File: src/rtl/drag_race_pkg.sv
// Shared types and constants for the drag-race light tree and lane reaction timers.
package drag_race_pkg;

  localparam int unsigned RT_W       = 14;
  localparam int unsigned RT_MAX_DEF = 9999;
  localparam int unsigned CLK_HZ     = 50_000_000;

  // BCD display width for the lane readout
  localparam int unsigned BCD_DIGITS = 4;
  localparam int unsigned BCD_W      = 4 * BCD_DIGITS;

  // Light-tree sequencing constants shared with the tree timer
  localparam int unsigned AMBER_STEP_MS = 500;
  localparam int unsigned PRO_TREE_MS   = 400;
  localparam int unsigned STAGE_HOLD_MS = 600;

  typedef enum logic [2:0] {
    IDLE   = 3'd0,
    ARMED  = 3'd1,
    TIMING = 3'd2,
    DONE   = 3'd3,
    FOUL   = 3'd4
  } race_state_e;

  // Double-dabble correction: add 3 to every digit that is 5 or more
  function automatic logic [BCD_W-1:0] bcd_adjust(input logic [BCD_W-1:0] v);
    logic [BCD_W-1:0] r;
    r = v;
    for (int i = 0; i < int'(BCD_DIGITS); i++) begin
      if (v[4*i +: 4] >= 4'd5) begin
        r[4*i +: 4] = v[4*i +: 4] + 4'd3;
      end
    end
    return r;
  endfunction

endpackage

File: src/rtl/rt_bin2bcd.sv
// Sequential 14-bit binary to 4-digit BCD converter (shift-add double dabble).
// start loads the operand; done pulses for one cycle after the last of RT_W shifts.
module rt_bin2bcd
  import drag_race_pkg::*;
(
  input  logic             clk,
  input  logic             rst,
  input  logic             start,
  input  logic [RT_W-1:0]  bin,
  output logic             done,
  output logic [BCD_W-1:0] bcd
);

  localparam int unsigned CNT_W = $clog2(RT_W + 1);

  logic [RT_W-1:0]  bin_q,  bin_d;
  logic [BCD_W-1:0] bcd_q,  bcd_d;
  logic [CNT_W-1:0] cnt_q,  cnt_d;
  logic             busy_q, busy_d;
  logic             done_q, done_d;
  logic [BCD_W-1:0] adj;

  always_comb begin
    bin_d  = bin_q;
    bcd_d  = bcd_q;
    cnt_d  = cnt_q;
    busy_d = busy_q;
    done_d = 1'b0;
    adj    = bcd_adjust(bcd_q);
    if (start) begin
      bin_d  = bin;
      bcd_d  = '0;
      cnt_d  = CNT_W'(RT_W);
      busy_d = 1'b1;
    end else if (busy_q) begin
      // Adjust digits, then shift the next binary bit into the BCD LSB
      bcd_d = {adj[BCD_W-2:0], bin_q[RT_W-1]};
      bin_d = {bin_q[RT_W-2:0], 1'b0};
      cnt_d = cnt_q - CNT_W'(1);
      if (cnt_q == CNT_W'(1)) begin
        busy_d = 1'b0;
        done_d = 1'b1;
      end
    end
  end

  always_ff @(posedge clk) begin
    if (rst) begin
      bin_q  <= '0;
      bcd_q  <= '0;
      cnt_q  <= '0;
      busy_q <= 1'b0;
      done_q <= 1'b0;
    end else begin
      bin_q  <= bin_d;
      bcd_q  <= bcd_d;
      cnt_q  <= cnt_d;
      busy_q <= busy_d;
      done_q <= done_d;
    end
  end

  assign done = done_q;
  assign bcd  = bcd_q;

endmodule

File: src/rtl/drag_race_reaction_timer.sv
// Per-lane reaction timer: measures green-to-launch time in ms or flags a false start.
// Optional DRAG_RT_BCD_EN adds the RtBcd readout via a sequential BCD converter.
module drag_race_reaction_timer
  import drag_race_pkg::*;
#(
  parameter int unsigned CLK_PER_MS = 50_000,
  parameter int unsigned RT_MAX     = RT_MAX_DEF
) (
  input  logic            Clock,
  input  logic            Reset,
  input  logic            Arm,
  input  logic            G,
  input  logic            Launch,
  output logic            R,
  output logic            RtValid,
  output logic [RT_W-1:0] RtMs,
  output logic            Busy
`ifdef DRAG_RT_BCD_EN
  ,
  output logic [BCD_W-1:0] RtBcd
`endif
);

  localparam int unsigned     PS_W    = (CLK_PER_MS > 1) ? $clog2(CLK_PER_MS) : 1;
  localparam logic [PS_W-1:0] PS_LAST = PS_W'(CLK_PER_MS - 1);
  localparam logic [RT_W-1:0] MS_SAT  = RT_W'(RT_MAX);

  race_state_e     state_q, state_d;
  logic            launch_meta_q;
  logic            ls_q;
  logic [PS_W-1:0] ps_q, ps_d;
  logic [RT_W-1:0] ms_q, ms_d;
  logic [RT_W-1:0] rt_ms_q, rt_ms_d;
  logic            rt_valid_q, rt_valid_d;
  logic            r_q, r_d;
  logic            busy_q, busy_d;
  logic            ms_tick;
  logic [RT_W-1:0] ms_inc;
  logic            done_entry;

`ifdef DRAG_RT_BCD_EN
  logic             conv_start_c;
  logic             conv_done;
  logic [BCD_W-1:0] conv_bcd;
  logic             conv_pend_q, conv_pend_d;
  logic [BCD_W-1:0] rt_bcd_q, rt_bcd_d;
  logic             arm_entry;
`endif

  // Launch is asynchronous to Clock
  always_ff @(posedge Clock) begin
    if (Reset) begin
      launch_meta_q <= 1'b0;
      ls_q          <= 1'b0;
    end else begin
      launch_meta_q <= Launch;
      ls_q          <= launch_meta_q;
    end
  end

  always_comb begin
    state_d    = state_q;
    ps_d       = ps_q;
    ms_d       = ms_q;
    rt_ms_d    = rt_ms_q;
    rt_valid_d = rt_valid_q;
    ms_tick    = (ps_q == PS_LAST);
    ms_inc     = (ms_tick && (ms_q < MS_SAT)) ? ms_q + RT_W'(1) : ms_q;

    case (state_q)
      IDLE: begin
        if (Arm) begin
          state_d    = ARMED;
          rt_valid_d = 1'b0;
          rt_ms_d    = '0;
          ps_d       = '0;
          ms_d       = '0;
        end
      end
      ARMED: begin
        if (!Arm) begin
          state_d = IDLE;
        end else if (ls_q) begin
          state_d = G ? DONE : FOUL;
        end else if (G) begin
          state_d = TIMING;
        end
      end
      TIMING: begin
        if (!Arm) begin
          state_d = IDLE;
        end else begin
          // Latch includes the ms that completes on this edge
          ps_d    = ms_tick ? '0 : ps_q + PS_W'(1);
          ms_d    = ms_inc;
          rt_ms_d = ms_inc;
          if (ls_q) begin
            state_d = DONE;
          end
        end
      end
      DONE, FOUL: begin
        if (!Arm) begin
          state_d = IDLE;
        end
      end
      default: state_d = IDLE;
    endcase

    done_entry = (state_q != DONE) && (state_d == DONE);

`ifdef DRAG_RT_BCD_EN
    // Result is published only once the BCD digits are ready
    arm_entry    = (state_q == IDLE) && Arm;
    conv_start_c = done_entry;
    conv_pend_d  = conv_pend_q;
    rt_bcd_d     = rt_bcd_q;
    if (arm_entry) begin
      conv_pend_d = 1'b0;
    end else if (conv_done && conv_pend_q) begin
      rt_valid_d  = 1'b1;
      rt_bcd_d    = conv_bcd;
      conv_pend_d = 1'b0;
    end
    if (conv_start_c) begin
      conv_pend_d = 1'b1;
    end
`else
    if (done_entry) begin
      rt_valid_d = 1'b1;
    end
`endif

    r_d    = (state_d == FOUL);
    busy_d = (state_d == ARMED) || (state_d == TIMING);
  end

  always_ff @(posedge Clock) begin
    if (Reset) begin
      state_q    <= IDLE;
      ps_q       <= '0;
      ms_q       <= '0;
      rt_ms_q    <= '0;
      rt_valid_q <= 1'b0;
      r_q        <= 1'b0;
      busy_q     <= 1'b0;
    end else begin
      state_q    <= state_d;
      ps_q       <= ps_d;
      ms_q       <= ms_d;
      rt_ms_q    <= rt_ms_d;
      rt_valid_q <= rt_valid_d;
      r_q        <= r_d;
      busy_q     <= busy_d;
    end
  end

`ifdef DRAG_RT_BCD_EN
  rt_bin2bcd u_bin2bcd (
    .clk   (Clock),
    .rst   (Reset),
    .start (conv_start_c),
    .bin   (rt_ms_d),
    .done  (conv_done),
    .bcd   (conv_bcd)
  );

  always_ff @(posedge Clock) begin
    if (Reset) begin
      conv_pend_q <= 1'b0;
      rt_bcd_q    <= '0;
    end else begin
      conv_pend_q <= conv_pend_d;
      rt_bcd_q    <= rt_bcd_d;
    end
  end

  assign RtBcd = rt_bcd_q;
`endif

  assign R       = r_q;
  assign RtValid = rt_valid_q;
  assign RtMs    = rt_ms_q;
  assign Busy    = busy_q;

endmodule

File: config.mk
export PLATFORM = sky130hd
export DESIGN_NAME = drag_race_reaction_timer
export DESIGN_NICKNAME = d
export VERILOG_FILES = /design/src/rtl/drag_race_pkg.sv /design/src/rtl/rt_bin2bcd.sv /design/src/rtl/drag_race_reaction_timer.sv
export SDC_FILE = /design/constraint.sdc
export NUM_CORES = 1
export LEC_CHECK = 0
export BUFFER_PORTS_ARGS = -buffer_cell sky130_fd_sc_hd__buf_2
export CAP_MARGIN = 30
export CORE_UTILIZATION = 50
export DETAILED_ROUTE_END_ITERATION = 10
export PLACE_DENSITY_LB_ADDON = 0.15
export SYNTH_ARGS = -nofsm -noshare
export SYNTH_HDL_FRONTEND = slang
export SYNTH_SLANG_ARGS = --single-unit
File: constraint.sdc
create_clock -name Clock -period 3.1 [get_ports Clock]
set_input_delay 0.465 -clock Clock [delete_from_list [all_inputs] [get_ports Clock]]
set_output_delay 0.465 -clock Clock [all_outputs]
set_load 0.05 [all_outputs]
==> impl_results.md, run 1 <==
- P per Cell Area: 448 nW/um^2
- CP startpoint kind: register
- Combinational Power Share: approximately 5%
- Psw: 0.207 mW
- Unrepaired setup endpoints after global routing: no
- Largest net degree at the start of global routing: 14
- Final critical-path share of the clock period: between 80% and 90%
- Rel. slew slack: between 60% and 70%
- Vias in the first global route: 1513
- Synth warn: 0
- DRT antenna net count: 0
- Detail Placement HPWL: 2920 microns
- Die area: a little over 4000 sq um
- I/O pin count: 22
- Cell Area, Synth: around 1900 sq um
- WP data arrival: approximately 2.7 ns
- Root Buffer: clkbuf_8
- Worst-path fanout max: 10
- Drt first pass iters: 4
- Slew Limit Fails: 0
- Clk pin slew, worst setup/hold paths: roughly 0.070 ns
- Hold Buf Count CTS: 0
- Share of cells above drive strength 1: roughly 14%
- Wire per inst: between 10 and 15 microns
- Post-route cell area: approximately 2100 sq um
- Hold Crit Class: in2reg
- # diodes: 0
- Horiz. Die Dim: 63.5 microns
- Post-synthesis xor/xnor area fraction: under 10%
- Post-Synth Adder-Cell Area: 1.85%
- Htree depth: 2
- Die height: between 60 and 70 microns
- First DRT Iteration DRCs: around 120
- Worst-margin pin slew: ~0.50 ns
- Mux share of post-synthesis cell area: around 1.7%
- Area grow syn2layout: 13.0%
- Clock power share: between 40% and 50%
- Global route overflow: 0
- GRT Util Overall: between 20% and 30%
- Synth cell types: 45
- Antenna violations before repair: 0
- CTS Sinks: 38
- Final TNS setup: 0 ns
- Synth Area in Simple Gates: between 30% and 40%
- Cells after Synth: between 200 and 250
- Setup bufs post-CTS: 0
- Status: finished clean
- Most common cell after layout, fill and taps aside: dfxtp_1
- CTS Buf Count: 5
- Placed cell area: a little over 2000 sq um
- Layout Cells excl Fill: between 200 and 300
- Peak VDD IR: 286 uV
- Clock tree buffer depth: 2
- Total Wirelength: 4200 microns
- Most frequent cells in the layout: dfxtp_1, nor2_1, buf_2
- Number of synthesized register bits: 38
- Total core area: 3470 sq um
- Main combinational cell family by area after synthesis: simple AND/OR/NAND/NOR gates
- Drt drc: 0
- Net Sw Frac: between 20% and 30%
- Fmax: ~0.40 GHz
- Layout Nets: roughly 260
- Complex-gate fraction of the synthesized area: 12.7%
- Vias: 1741
- Final min period: around 2.5 ns
- Placed Cells: 290
- Final Hold Viols: 0
- Skew-Pair Late Insertion Delay: about 0.29 ns
- Mean Syn Cell Area: around 8 sq um
- MaxCap Viol Count: 0
- Register area share after synthesis: between 40% and 50%
- Sequential power share: between 50% and 60%
- Rows: 21
- I/O Buffers: 21
- Skew final: approximately 0.0084 ns
- CTS resizes: 0
- CTS tree: built
- Gpl congestion: around 0.84
- First-pass GRT wire length: approximately 7000 microns
- Final setup violation count: 0
- Syn Nets: between 200 and 250
- CP Capture Type: register
- Hold_ws: around 0.38 ns
- Total leakage power: ~0.74 nW
- Initial core utilization: a little over half
- CP required: roughly 3.3 ns
- Avg Vias per Cell: a little under 6
- CP Class: reg2reg
- Cell-internal power: between 0.7 and 0.8 mW
-- worst paths after layout --
kind                            start                  endpoint  slack (ns)  cells after the start
max             ps_q[12]$_SDFFE_PP0P_     RtMs[10]$_SDFFE_PP0P_        0.57                      5
min                            Launch  launch_meta_q$_SDFF_PP0_        0.38                      2
max reg2reg     ps_q[12]$_SDFFE_PP0P_     RtMs[10]$_SDFFE_PP0P_        0.57                      5
min reg2reg  launch_meta_q$_SDFF_PP0_           ls_q$_SDFF_PP0_        0.44                      1
-- cell type report --
class                           count  area [sq um]
Clock buffer                        7          76.3
Tap cell                           46          57.6
Sequential cell                    38           761
Inverter                            6          22.5
Timing Repair Buffer               23           120
Multi-Input combinational cell    177          1070
Fill cell                         349          1330
Clock inverter                      1          30.0
-- flip-flops by register name, summed over array words and instances, names as in the netlist --
signal,cells
launch_meta_q,1
RtMs,14
ps_q,16
ls_q,1
Busy,1
state_q,3
R,1
RtValid,1
-- through the flow --
step	power [mW]	utilization (%)	worst slack, ns
2_1_floorplan	0.542	-	0.836
3_3_place_gp	0.555	58.5	0.709
3_5_place_dp	0.556	58.5	0.639
4_1_cts	0.963	61.5	0.588
5_1_grt	0.997	61.5	0.456
6_report	0.955	61.5	0.571
-- Yosys cell counts --
library cell | n | area, sq um
nor4_1 | 3 | 18.8
a31o_2 | 1 | 8.76
or4b_1 | 1 | 10.0
a21oi_1 | 13 | 65.1
nor4b_1 | 1 | 8.76
a31oi_1 | 1 | 6.26
nand3b_1 | 1 | 7.51
a21o_1 | 1 | 7.51
or3_1 | 4 | 25.0
a41oi_1 | 1 | 8.76
ha_1 | 2 | 25.0
or4_1 | 6 | 45.0
and2_1 | 1 | 6.26
buf_2 | 1 | 5.00
a32o_1 | 1 | 10.0
nand4bb_1 | 2 | 22.5
nand2_1 | 15 | 56.3
o41a_1 | 1 | 11.3
nor2_1 | 30 | 113
or3b_2 | 1 | 8.76
a211oi_1 | 2 | 15.0
inv_1 | 5 | 18.8
nand4_1 | 11 | 68.8
o31ai_1 | 7 | 52.6
clkbuf_1 | 9 | 33.8
nor3_1 | 13 | 65.1
o21ai_0 | 6 | 30.0
mux2_2 | 1 | 11.3
o31a_1 | 1 | 8.76
nand4b_1 | 1 | 8.76
xnor2_1 | 9 | 78.8
clkinv_1 | 1 | 3.75
and3_1 | 4 | 25.0
nor3b_1 | 1 | 7.51
or2_2 | 3 | 18.8
a311oi_1 | 1 | 8.76
nand3_1 | 14 | 70.1
nor2b_1 | 2 | 12.5
o21a_1 | 1 | 7.51
nand2b_1 | 5 | 31.3
mux2i_1 | 2 | 20.0
dfxtp_1 | 38 | 761
maj3_1 | 1 | 10.0
xor2_1 | 5 | 43.8
and4_1 | 1 | 8.76
-- power by group through the flow --
stage          Clock, mW  Sequential [mW]  Combinational [mW]
6_report           0.410            0.497              0.0480
5_1_grt            0.446            0.498              0.0529
4_1_cts            0.418            0.497              0.0475
3_5_place_dp           0            0.509              0.0472
3_3_place_gp           0            0.508              0.0470
2_1_floorplan          0            0.509              0.0336
-- kinds of logic after synthesis --
kind of cell,count (synthesis)
AOI/OAI and AO/OA,37
and+or+nand+nor,120
DFF,38
xor gates and xnor gates,14
adders and majority gates,3
muxes,3
buffers and inverters,16
-- worst max-delay path, stage by stage (launching register included) --
cell and delay, ns:
dfxtp_1 0.36, or4b_1 0.53, o41a_1 0.49, nand2b_1 0.35, nor4_1 0.44, mux2i_1 0.27
-- metal layers --
| metal | global-route usage, % | share of wire (%) | up-vias |
|---|---|---|---|
| met3 | 5.43 | 3.8 | 10 |
| met5 | 0 | 0 | - |
| met4 | 11.1 | 1.7 | 0 |
| met2 | 31.3 | 44 | 32 |
| met1 | 32.1 | 50 | 823 |
| li1 | - | - | 876 |
No activity file was read; power rests on OpenSTA's default activity.
==> inputs of run 2 (changes only) <==
Settings changed: ABC_AREA from default to 1.
Clock period 3.1 ns to 2.65 ns, I/O delays scaled along.
==> run 2 against run 1 <==
Compared with the run above:
- worst setup slack better by 0.29 ns
- synthesized area is 22% higher
- global-route usage shrank 1.0 points
- clock power up 2%
- largest power group unchanged
- register-to-register slack better by 0.29 ns
- power rose by 12%
- highest routed layer unchanged
- critical path type unchanged
- worst hold slack worse by 0.075 ns
==> impl_results.md, run 2 <==
- Setup bufs post-CTS: 0 (unchanged)
- Skew-Pair Late Insertion Delay: 0.30 ns (about the same)
- First DRT Iteration DRCs: 96 (-17%)
- Hold Crit Class: in2reg
- Layout Nets: 384 (+49%)
- # diodes: 0 (unchanged)
- Combinational Power Share: 6.8% (+1.8 points)
- Cell-internal power: 0.803 mW (+7.4%)
- WP data arrival: 1.95 ns (-0.79 ns)
- Top cell type's share of synthesized area: 33.1% (-7.2 points)
- Unrepaired setup endpoints after global routing: no
- Syn Nets: 363 (+53%)
- Clock power share: 39.0% (-3.9 points)
- Slew Limit Fails: 0 (unchanged)
- CP required: 2.82 ns (-0.49 ns)
- Primary FF master, synth: dfxtp_1
- Worst-margin pin slew: 0.457 ns (-0.0477 ns)
- Rel. slew slack: 69.5% (+3.4 points)
- P per Cell Area: 430 nW/um^2 (-3.9%)
- Htree depth: 2 (unchanged)
- Skew final: 0.0106 ns (+0.00211 ns)
- CP Class: reg2reg
- Global route overflow: 0 (unchanged)
- Peak VDD IR: 300 uV (+4.9%)
- Antenna violations before repair: 0 (unchanged)
- DR top layer: met4
- Fmax: 0.559 GHz (+41%)
- Synth warn: 0 (unchanged)
- Ys async rst share: 0% (unchanged)
- Final Hold Viols: 0 (unchanged)
- Number of synthesized register bits: 38 (unchanged)
- Total core area: 4380 sq um (+26%)
- CTS resizes: 0 (unchanged)
- Sequential power share: 54.2% (+2.2 points)
- Share of cells above drive strength 1: 15.3% (+1.5 points)
- Area of the multi-input gates: 1310 sq um (+23%)
- Most common cell in the synthesized netlist: nand2_1
- Met2 wire length: 2300 microns (+24%)
- Largest net degree at the start of global routing: 25 (+11)
- Routed wl met3: 266 microns (+66%)
- Total leakage power: 0.942 nW (+27%)
- Final min period: 1.79 ns (-0.740 ns)
- CP startpoint kind: register
- Psw: 0.268 mW (+29%)
- Wire per inst: 11.9 microns (-15%)
- Cell Area, Synth: 2300 sq um (+22%)
- Root Buffer: clkbuf_8
- GRT Util Overall: 21.5% (-1.0 points)
- Drt first pass iters: 4 (unchanged)
- Vias in the first global route: 1895 (+25%)
- Area leader, netlist: dfxtp_1
- Total Wirelength: 5140 microns (+22%)
- Final setup violation count: 0 (unchanged)
- Cells after Synth: 356 (+54%)
- Clk pin slew, worst setup/hold paths: 0.07 ns (about the same)
- CTS tree: built
- I/O pin count: 22 (unchanged)
- DRT met1 WL: 2520 microns (+19%)
- DRT antenna net count: 0 (unchanged)
- Final critical-path share of the clock period: 67.5% (-14 points)
- Fin util: 56.8% (-4.8 points)
- Register area share after synthesis: 33.1% (-7.2 points)
- Number of fill cells: 455 (+30%)
- Die height: 69.8 microns (+10%)
- Drt drc: 0 (unchanged)
- Most frequent cells in the layout: nand2_1, nor2_1, dfxtp_1
- I/O Buffers: 21 (unchanged)
- Status: finished clean
- Clock tree buffer depth: 2 (unchanged)
- Die area: 4870 sq um (+21%)
- Layout Cells excl Fill: 430 (+44%)
- First-pass GRT wire length: 8510 microns (+22%)
- Detail Placement HPWL: 3740 microns (+28%)
- Mean Syn Cell Area: 6.46 sq um (-21%)
- MaxCap Viol Count: 0 (unchanged)
- CTS Buf Count: 5 (unchanged)
- Area grow syn2layout: 8.33%
- Initial core utilization: 52.4% (-2.0 points)
- Max reg flops: 16 (unchanged)
- Largest register by flop count: ps_q
- Hold Buf Count CTS: 0 (unchanged)
- CTS Sinks: 38 (unchanged)
- Number of flops mapped to enable cells by yosys: 0 (unchanged)
- Placed Cells: 422 (+46%)
- Net Sw Frac: 25.0% (+3.3 points)
- Final TNS setup: 0 ns (unchanged)
- Sequential standard cell area: 761 sq um (unchanged)
- Most common cell after layout, fill and taps aside: nand2_1
- Synth area leaders: dfxtp_1, nand2_1, nor2_1
- Synth top cells by count: nand2_1, nor2_1, dfxtp_1
- Vias: 2218 (+27%)
- Horiz. Die Dim: 69.8 microns (+10%)
- CP Capture Type: register
- Synth cell types: 35 (-22%)
- Avg Vias per Cell: 5.16 (-12%)
- Worst-path fanout max: 15 (+5)
- Gpl congestion: 0.888 (+6.3%)
- Rows: 24 (+14%)
## run 2: changes by cell type after synthesis, moves of 5 or more
cell	previous run	this run
nor2_1	30	66
nand2b_1	5	0
nor2_2	0	6
nor3_1	13	5
a21oi_1	13	19
inv_1	5	33
nand2_1	15	94
o31ai_1	7	1
clkbuf_1	9	1
inv_2	0	8
xnor2_1	9	1
nand3_1	14	24
or4_1	6	0
## run 2: worst paths after layout
check / from / to / slack (ns) / cells after the start
max: ps_q[0]$_SDFFE_PP0P_ / RtMs[7]$_SDFFE_PP0P_ / 0.86 / 10
min: Launch / launch_meta_q$_SDFF_PP0_ / 0.31 / 3
max reg2reg: ps_q[0]$_SDFFE_PP0P_ / RtMs[7]$_SDFFE_PP0P_ / 0.86 / 10
min reg2reg: launch_meta_q$_SDFF_PP0_ / ls_q$_SDFF_PP0_ / 0.40 / 2
## run 2: power groups by stage
stage,registers [mW],clock network (mW),logic [mW]
final,0.581,0.417,0.0726
after CTS,0.581,0.430,0.0728
after global routing,0.581,0.444,0.0812
after floorplan,0.599,0,0.0547
after detailed placement,0.594,0,0.0724
after global placement,0.594,0,0.0714
## run 2: per-stage QoR
stage	setup slack [ns]	hold slack, ns	power, mW	area, sq um
after CTS	0.847	0.302	1.08	2490
final	0.861	0.306	1.07	2490
after detailed placement	0.858	0.395	0.667	2400
after floorplan	0.753	0.388	0.654	2300
after global placement	0.911	0.391	0.665	2400
after global routing	0.633	0.308	1.11	2490
## run 2: layout make-up
cell class,count,area share (%)
sequential,38,30.6
inverter,41,6.18
clock buffer,7,3.47
timing repair buffer,21,4.22
tap,52,2.61
multi-input combinational,270,52.8
clock inverter,1,0.201
## run 2: metal layers
layer / track usage, % / up-vias
li1: - / 1171
met1: 30.4 / 982
met2: 32.8 / 59
met3: 4.65 / 6
met4: 6.22 / 0
met5: 0 / -
## run 2: cell families (layout without fill, tap and decap cells)
group | after synthesis | count (layout) | synth area share (%)
AO/OA/AOI/OAI | 35 | 35 | 8.44
XOR/XNOR | 8 | 8 | 3.05
adder cells (fa/ha/maj) | 2 | 2 | 1.09
buffers and inverters | 48 | 70 | 9.74
flip-flops | 38 | 38 | 33.1
AND/OR/NAND/NOR | 225 | 225 | 44.6
## run 2: worst max-delay path, cell delays in order, from the launching register on
cell	delay, ns
dfxtp_1	0.37
ha_1	0.24
inv_2	0.07
nor2_4	0.14
nand2_2	0.08
nor2_4	0.14
nand3_2	0.11
nand2_4	0.19
nand2_4	0.16
nand2_1	0.10
a21oi_1	0.06
